[config.mk]
export PLATFORM = sky130hd
export DESIGN_NAME = csr_mem_flat
export DESIGN_NICKNAME = d
export VERILOG_FILES = /design/src/rtl/csr_mem_pkg.sv /design/src/rtl/csr_mem_if.sv /design/src/rtl/csr_mem_sync_parallel_counter.sv /design/src/rtl/csr_mem.sv /design/src/flat_wrapper.sv
export SDC_FILE = /design/constraint.sdc
export NUM_CORES = 1
export LEC_CHECK = 0
export ABC_AREA = 0
export BUFFER_PORTS_ARGS = -buffer_cell sky130_fd_sc_hd__buf_2
export CAP_MARGIN = 0
export CORE_MARGIN = 5
export CORE_UTILIZATION = 39
export CTS_CLUSTER_SIZE = 14
export DETAILED_ROUTE_END_ITERATION = 10
export HOLD_SLACK_MARGIN = 0.03
export PLACE_DENSITY = 0.58
export SYNTH_ARGS = -nofsm -noshare
export SYNTH_HDL_FRONTEND = slang
export SYNTH_HIERARCHICAL = 1
export SYNTH_SLANG_ARGS = --single-unit
[constraint.sdc]
create_clock -name clock -period 13.2 [get_ports clock]
set_clock_uncertainty 0.1 [all_clocks]
set_input_delay 3.96 -clock clock [delete_from_list [all_inputs] [get_ports clock]]
set_output_delay 3.96 -clock clock [all_outputs]
set_load 0.05 [all_outputs]
[src/rtl/csr_mem_pkg.sv]
// -----------------------------------------------------------------------------
// csr_mem_pkg
// Shared definitions for the machine-timer / software-interrupt CSR block:
//   - DATA_SIZE     : bus width, 64 when RV64I is defined, 32 otherwise
//   - ADDR_*        : register select codes decoded from addr[1:0]
//   - tick_cnt_width: width of the prescaler counter for a given ClockCycles
//   - select_word / merge_word: map a 64-bit register onto the bus width
// -----------------------------------------------------------------------------
package csr_mem_pkg;

`ifdef RV64I
  localparam int DATA_SIZE = 64;
`else
  localparam int DATA_SIZE = 32;
`endif

  localparam logic [1:0] ADDR_MSIP     = 2'b00;
  localparam logic [1:0] ADDR_RSVD     = 2'b01;
  localparam logic [1:0] ADDR_MTIME    = 2'b10;
  localparam logic [1:0] ADDR_MTIMECMP = 2'b11;

  // A single-cycle prescaler still needs a 1-bit counter to exist.
  function automatic int tick_cnt_width(input int cycles);
    return (cycles <= 1) ? 1 : $clog2(cycles);
  endfunction

  // Read view of a 64-bit register: whole word on a 64-bit bus, otherwise
  // the half chosen by hi (zero-extended so callers can stay 64 bits wide).
  function automatic logic [63:0] select_word(input logic [63:0] value,
                                              input logic        hi,
                                              input int          data_size);
    if (data_size == 64)
      return value;
    else if (hi)
      return {32'h0, value[63:32]};
    else
      return {32'h0, value[31:0]};
  endfunction

  // Write view: replace the whole word, or only the addressed half.
  function automatic logic [63:0] merge_word(input logic [63:0] old_value,
                                             input logic [63:0] wdata,
                                             input logic        hi,
                                             input int          data_size);
    logic [63:0] result;
    result = old_value;
    if (data_size == 64)
      result = wdata;
    else if (hi)
      result[63:32] = wdata[31:0];
    else
      result[31:0] = wdata[31:0];
    return result;
  endfunction

endpackage

[src/rtl/csr_mem_if.sv]
// -----------------------------------------------------------------------------
// csr_mem_if
// Register-access bus of csr_mem.
//   rd_en, wr_en : read / write request (master -> slave)
//   addr[2:0]    : register select; addr[2] picks the upper half on 32-bit
//   wr_data      : write data (DataSize bits)
//   rd_data      : combinational read data (slave -> master)
//   busy         : stall indication, always 0 for this slave
// -----------------------------------------------------------------------------
interface csr_mem_if
  import csr_mem_pkg::*;
#(
  parameter int DataSize = DATA_SIZE
);

  logic                rd_en;
  logic                wr_en;
  logic [2:0]          addr;
  logic [DataSize-1:0] wr_data;
  logic [DataSize-1:0] rd_data;
  logic                busy;

  modport master (
    output rd_en, wr_en, addr, wr_data,
    input  rd_data, busy
  );

  modport slave (
    input  rd_en, wr_en, addr, wr_data,
    output rd_data, busy
  );

endinterface

[src/rtl/csr_mem_sync_parallel_counter.sv]
// -----------------------------------------------------------------------------
// sync_parallel_counter
// Synchronous up/down counter with parallel load.
//   clock      : rising-edge clock
//   reset      : synchronous active-high, returns value to init_value
//   load       : load load_value (has priority over counting)
//   load_value : parallel load data
//   inc_enable : count up
//   dec_enable : count down (inc and dec together hold the value)
//   value      : current count
// -----------------------------------------------------------------------------
module sync_parallel_counter #(
  parameter int              size       = 7,
  parameter logic [size-1:0] init_value = '0
) (
  input  logic            clock,
  input  logic            reset,
  input  logic            load,
  input  logic [size-1:0] load_value,
  input  logic            inc_enable,
  input  logic            dec_enable,
  output logic [size-1:0] value
);

  // Reset beats load, load beats counting; opposing enables cancel out.
  always_ff @(posedge clock) begin
    if (reset)
      value <= init_value;
    else if (load)
      value <= load_value;
    else if (inc_enable && !dec_enable)
      value <= value + size'(1);
    else if (dec_enable && !inc_enable)
      value <= value - size'(1);
  end

endmodule

[src/rtl/csr_mem.sv]
// -----------------------------------------------------------------------------
// csr_mem
// Machine timer and software-interrupt CSRs (msip, mtime, mtimecmp).
//   clock, reset : single clock, synchronous active-high reset
//   bus          : csr_mem_if slave (rd_en, wr_en, addr, wr_data, rd_data, busy)
//   msip         : software interrupt register (DataSize bits)
//   mtime        : 64-bit timer, +1 every ClockCycles rising edges
//   mtimecmp     : 64-bit timer compare value
// Accesses always complete in one cycle; rd_data is a pure mux of addr.
// -----------------------------------------------------------------------------
module csr_mem
  import csr_mem_pkg::*;
#(
  parameter int ClockCycles = 100,
  parameter int DataSize    = DATA_SIZE
) (
  input  logic                clock,
  input  logic                reset,
  csr_mem_if.slave            bus,
  output logic [DataSize-1:0] msip,
  output logic [63:0]         mtime,
  output logic [63:0]         mtimecmp
);

  localparam int                  CntSize   = tick_cnt_width(ClockCycles);
  localparam logic [CntSize-1:0]  TickValue = CntSize'(ClockCycles - 1);

  logic [CntSize-1:0] tick_count;
  logic               tick;
  logic [63:0]        wr_data64;
  logic               wr_mtime;
  logic               wr_mtimecmp;
  logic               wr_msip;
  logic [63:0]        mtime_next;
  logic [63:0]        mtimecmp_next;
  logic [63:0]        rd_data64;

  // Prescaler: reloads to 0 on the tick cycle, so it spans 0..ClockCycles-1.
  sync_parallel_counter #(
    .size       (CntSize),
    .init_value ('0)
  ) u_tick_counter (
    .clock      (clock),
    .reset      (reset),
    .load       (tick),
    .load_value ('0),
    .inc_enable (1'b1),
    .dec_enable (1'b0),
    .value      (tick_count)
  );

  assign tick      = (tick_count == TickValue);
  assign wr_data64 = 64'(bus.wr_data);

  assign wr_msip     = bus.wr_en && (bus.addr[1:0] == ADDR_MSIP);
  assign wr_mtime    = bus.wr_en && (bus.addr[1:0] == ADDR_MTIME);
  assign wr_mtimecmp = bus.wr_en && (bus.addr[1:0] == ADDR_MTIMECMP);

  // The tick increment is applied after merging a write, so a write on a
  // tick edge lands as written+1 and the carry crosses the 32-bit halves.
  always_comb begin
    mtime_next    = mtime;
    mtimecmp_next = mtimecmp;
    if (wr_mtime)
      mtime_next = merge_word(mtime, wr_data64, bus.addr[2], DataSize);
    if (wr_mtimecmp)
      mtimecmp_next = merge_word(mtimecmp, wr_data64, bus.addr[2], DataSize);
    mtime_next = mtime_next + 64'(tick);
  end

  // Register update; reset overrides both writes and timer advance.
  always_ff @(posedge clock) begin
    if (reset) begin
      msip     <= '0;
      mtime    <= '0;
      mtimecmp <= '0;
    end else begin
      if (wr_msip)
        msip <= bus.wr_data;
      mtime    <= mtime_next;
      mtimecmp <= mtimecmp_next;
    end
  end

  // Read mux; independent of rd_en so data stays valid after rd_en drops.
  always_comb begin
    rd_data64 = '0;
    case (bus.addr[1:0])
      ADDR_MSIP:     rd_data64 = 64'(msip);
      ADDR_RSVD:     rd_data64 = '0;
      ADDR_MTIME:    rd_data64 = select_word(mtime, bus.addr[2], DataSize);
      ADDR_MTIMECMP: rd_data64 = select_word(mtimecmp, bus.addr[2], DataSize);
      default:       rd_data64 = '0;
    endcase
  end

  assign bus.rd_data = rd_data64[DataSize-1:0];
  assign bus.busy    = 1'b0;

endmodule

[src/flat_wrapper.sv]
// flat-port wrapper written by rule: the top's interface ports become plain ports
module csr_mem_flat import csr_mem_pkg::*;
#(
  parameter int ClockCycles = 100,
  parameter int DataSize    = DATA_SIZE
)
  (clock, reset, msip, mtime, mtimecmp, bus_rd_en, bus_wr_en, bus_addr, bus_wr_data, bus_rd_data, bus_busy);
  csr_mem_if #(.DataSize(DataSize)) bus_i ();
  input  logic clock;
  input  logic reset;
  output logic [DataSize-1:0] msip;
  output logic [63:0] mtime;
  output logic [63:0] mtimecmp;
  input wire logic [$bits(bus_i.rd_en)-1:0] bus_rd_en;
  input wire logic [$bits(bus_i.wr_en)-1:0] bus_wr_en;
  input wire logic [$bits(bus_i.addr)-1:0] bus_addr;
  input wire logic [$bits(bus_i.wr_data)-1:0] bus_wr_data;
  output wire logic [$bits(bus_i.rd_data)-1:0] bus_rd_data;
  output wire logic [$bits(bus_i.busy)-1:0] bus_busy;
  assign bus_i.rd_en = bus_rd_en;
  assign bus_i.wr_en = bus_wr_en;
  assign bus_i.addr = bus_addr;
  assign bus_i.wr_data = bus_wr_data;
  assign bus_rd_data = bus_i.rd_data;
  assign bus_busy = bus_i.busy;
  csr_mem #(.ClockCycles(ClockCycles), .DataSize(DataSize)) u_core (.clock(clock), .reset(reset), .bus(bus_i), .msip(msip), .mtime(mtime), .mtimecmp(mtimecmp));
endmodule
# == After elaboration in Yosys (flattened, before gate mapping) ==
# Index checks and enable logic that the tools add are counted.
# totals
regBits,167
inputBits,39
out_inout_bits,193
word_cells,25
# op_classes
n_addsub,2
n_eq_ne,4
mux,6
bitwise_logic,1
n_reduce_logical,7
# op_table
cell,count
$mux W32,4
$pmux W32 S4,1
$add A64 B1 Y64,1
$mux W64,1
$add A7 B1 Y7 const B,1
$eq A7 B7 Y1 const B,1
$eq A2 B2 Y1 const B,2
$reduce_and A2 Y1,2
$logic_and A1 B1 Y1,3
$eq A2 B1 Y1 const B,1
$logic_not A2 Y1,1
$reduce_or A2 Y1,1
$not A1 Y1,1

# == Logic depth before layout (Yosys ltp) ==
# depth
word_depth,4
depth_mapped,17
ltp_nobuf,11

# == Hierarchy ==
# Netlist, hierarchy kept.
# by_module_without_submodules
mod,instances,cells_each,area_each_um2,seq_area_each_um2
csr_mem,1,1274,9559.2,3203.1
sync_parallel_counter,1,58,546.8,140.1

# == Least setup slack after synthesis ==
# OpenSTA, ideal clock, no wires.
# synth_path
path_type,in2out
startpoint,in bus_addr[2]
endpoint,out bus_rd_data[15]
arrival_ns,6.028
t_required_ns,9.140
path_slack_ns,3.112
stages,7
n_path_buf,3
path_cell_list,buf_6 -> clkbuf_1 -> clkbuf_1 -> mux2i_1 -> nand2_1 -> o21ai_0 -> o22ai_1
# synth_via
elab_chain_len,2
elab_cells_between_ends,3
classes_between,mux (3)
# synth_rtl
element,line_no,rtl
from (decl),flat_wrapper.sv:16,input wire logic [$bits(bus_i.addr)-1:0] bus_addr;
$mux W32,csr_mem_pkg.sv:34,else if (hi)
$pmux W32 S4 (*),csr_mem.sv:88,case (bus.addr[1:0])
to (decl),flat_wrapper.sv:18,output wire logic [$bits(bus_i.rd_data)-1:0] bus_rd_data;
# Mark *: on every way between the ends. The rest lies on a longest branch, timed or not.

# == Worst setup path in the final report ==
# layout_path
startpoint,in bus_addr[1]
endpoint,out bus_rd_data[15]
# layout_via
elab_chain_len,2
elab_cells_between_ends,5
classes_between,eq/ne (3); mux (1); reduce/logical (1)
# layout_rtl
element,line_no
"$eq A2 B2 Y1, or another cell as far along",n/a
$pmux W32 S4 (*),csr_mem.sv:88
# Marks and branches as above.

==> metrics <==
number of enable-type register cells in the synthesized netlist 0; post-synthesis share of cell area spent on full adders, half adders and majority gates 0.0106; cell types with the largest area share after synthesis sky130_fd_sc_hd__dfxtp_1 33%, sky130_fd_sc_hd__nand2_1 12%, sky130_fd_sc_hd__mux2i_1 7.9%; R2R cell count 10; count of unique library cells instantiated by Yosys 71; Initial Utilization 0.392; vias 10.7k; number of synthesized register bits 167; arrival time worst endpoint 5.94 ns; Combinational Power Share 0.174; number of pins with negative max-slew slack in the final report 0; count of instances resized after the clock tree is built 0; total power draw 1280 uW; total clock buffers created by CTS 17; net switching power 436 uW; Row Count 59; Leak 0.00510 uW; Setup-failing EPs final 0; type of the tightest min-delay check flop to flop; number of antenna cells inserted 0; kind of critical path input port to primary output; IR Drop Worst-Case VDD 0.0000778 V; worst-skew pair later-pin latency 0.45 ns; relative area change from synthesis to final layout 18.7%; CTS tree done; dominant cell by count in the synthesized netlist sky130_fd_sc_hd__nand2_1; Worst-Margin Slew 1.13 ns; sequential power share 0.422; synthesized area 0.0101 mm^2; share of synthesized flip-flops with an asynchronous set or reset 0; Die Ht 171 um; CTS Buffer Depth 2; level count of the clock H-tree 4; Pwr Density 107 mW/mm^2; initial antenna violation count 1; final global-route overflow total 0; final sum of negative setup slack 0 ns; maximum number of pins on one net before global-route repair 106; register area share after synthesis 0.331; simple-gate share of the synthesized area 0.294; violation count after the first detailed-route iteration 1089; mux contribution to synthesized area 0.132; routability congestion estimate from global placement 0.898; post-detailed-route wirelength per cell 21.5 um; launch instance of the worst register-to-register path u_core/u_tick_counter/value[4]$_SDFFE_PP0P_; multi-input gate area in the final layout 0.00634 mm^2; top achievable clock speed 100 MHz; Yosys warning count 6; post-CTS setup buffer count 0; Main synth FF type sky130_fd_sc_hd__dfxtp_1; max-cap check violation count 0; largest driver fanout on the critical path 72; number of standard cells after synthesis 1332; floorplan core area 0.0258 mm^2; share of the cycle needed by the critical path after routing 0.758; wire length of the first global-routing pass 59.5 mm; clock sink count 167; Pre-antenna DRT Iters 6; Sw Ratio 0.340; number of nets with antenna violations after routing 0; boundary pin count 232; hold_buf cts 0; average vias per placed instance 5.80; result of the run complete, no violations; dominant cell type by area after synthesis sky130_fd_sc_hd__dfxtp_1; HPWL reported at the end of detailed placement 28.0 mm; Filler Cell Count 2648; part of the total power dissipated in the clock network 0.404; IO buf count 229; FF/Latch Area 0.00334 mm^2; ratio of cells with drive above 1 in the final layout 0.213; most frequent cells after synthesis 317 x sky130_fd_sc_hd__nand2_1, 167 x sky130_fd_sc_hd__dfxtp_1, 122 x sky130_fd_sc_hd__a21oi_1; clock-pin slew reported for the worst setup and hold paths after clock tree synthesis 0.08 ns; Relative slew margins 0.244; parity-gate share of the synthesized area counting xor and xnor cells 0.0441; mean cell area of the mapped netlist 7.59 um^2; Critical Path End Type primary output; total DRC errors in the routed layout 0; synthesized-area fraction occupied by ao, oa, aoi and oai cells 0.142; top-area cell type share of the netlist area 0.331; dominant combinational cell family by area after synthesis simple AND/OR/NAND/NOR gates; GRT Total Usage 0.261; net count of the finished layout 1539; crit path launch bus_addr[1]; final critical delay including setup and external delays 10.00 ns; count of cells along the worst hold path 2; final routed wirelength across all metal layers 39.6 mm; Die ar. 0.0292 mm^2; via count of the first global-routing pass 9779; root buffer cell sky130_fd_sc_hd__clkbuf_16; WP data required 9.14 ns; Pint 846 uW; setup repair after global routing missed its margin false; Worst Setup Start Kind input port; die width 171 um; worst hold start u_core/msip[27]$_SDFFE_PP0P_; Final Hold Fails 0
## layout make-up
cell class	count	area share
sequential	167	0.279
timing repair buffer	244	0.105
clock inverter	15	0.0151
clock buffer	17	0.0355
inverter	5	0.00156
multi-input combinational	1057	0.529
tap	335	0.0350
## power by group through the flow
stage | combinational [uW] | clock (uW) | sequential [uW]
3_5_place_dp | 221 | 0 | 552
2_1_floorplan | 130 | 0 | 585
5_1_grt | 241 | 547 | 543
4_1_cts | 222 | 523 | 540
6_report | 224 | 518 | 540
3_3_place_gp | 219 | 0 | 551
## layout by cell type (no fill, tap or decap), drive strengths merged, types with 3 or more instances in the layout
master  instances
a211oi          5
a21o            4
a21oi         123
a22o            3
a22oi           4
and2            7
and3           21
and3b           5
and4            7
buf           244
clkbuf         17
clkinv          9
conb           12
dfxtp         167
ha              7
inv            11
mux2           15
mux2i          80
mux4           16
nand2         317
nand2b         21
nand3          59
nand3b          4
nand4          44
nor2           75
nor2b           5
nor3           13
nor3b           5
nor4           15
nor4b           6
o21ai          60
o22ai          20
o31ai           7
o32ai           3
or3             4
or4             8
xnor2          34
xor2           16
## registers in the layout (all words and copies together), names as in the netlist
name	cells
u_core/mtime	64
u_core/msip	32
u_core/mtimecmp	64
u_core/u_tick_counter/value	7
## critical path, cell delays in order
cell                      delay [ns]
sky130_fd_sc_hd__buf_2          0.07
sky130_fd_sc_hd__buf_4          0.54
sky130_fd_sc_hd__nand2_1        0.66
sky130_fd_sc_hd__o22ai_1        0.34
sky130_fd_sc_hd__buf_2          0.32
## cells by family after synthesis
kind of cell | count (synthesis)
mux | 111
fa+ha+maj | 8
other cells | 2
compound gates | 250
buf+inv | 118
xor+xnor | 50
flops | 167
simple gates | 626
## per-stage QoR
step / instances / hold slack, ns / instance area, um^2 / setup slack [ns] / utilization
3_3_place_gp: 1808 / 0.350 / 11400 / 3.22 / 0.442
4_1_cts: 1840 / 0.368 / 12000 / 3.23 / 0.465
6_report: 1840 / 0.366 / 12000 / 3.20 / 0.465
5_1_grt: 1840 / 0.388 / 12000 / 3.03 / 0.465
3_5_place_dp: 1808 / 0.357 / 11400 / 3.23 / 0.442
2_1_floorplan: 1342 / 0.541 / 10100 / 3.11 / -
## per-layer routing
| metal | part of all wire | track usage |
|---|---|---|
| met1 | 0.41 | 0.345 |
| met2 | 0.47 | 0.428 |
| met3 | 0.091 | 0.0543 |
| met4 | 0.029 | 0.0830 |
| met5 | 0.00018 | 0 |
## path summary, 6_finish.rpt
kind	slack, ns	end
worst max register to register	9.08	u_core/mtime[56]$_SDFF_PP0_
worst max-delay path	3.20	bus_rd_data[15]
worst min register to register	0.37	u_core/msip[27]$_SDFFE_PP0P_
worst min-delay path	0.37	u_core/msip[27]$_SDFFE_PP0P_
No activity file was read; power rests on OpenSTA's default activity.
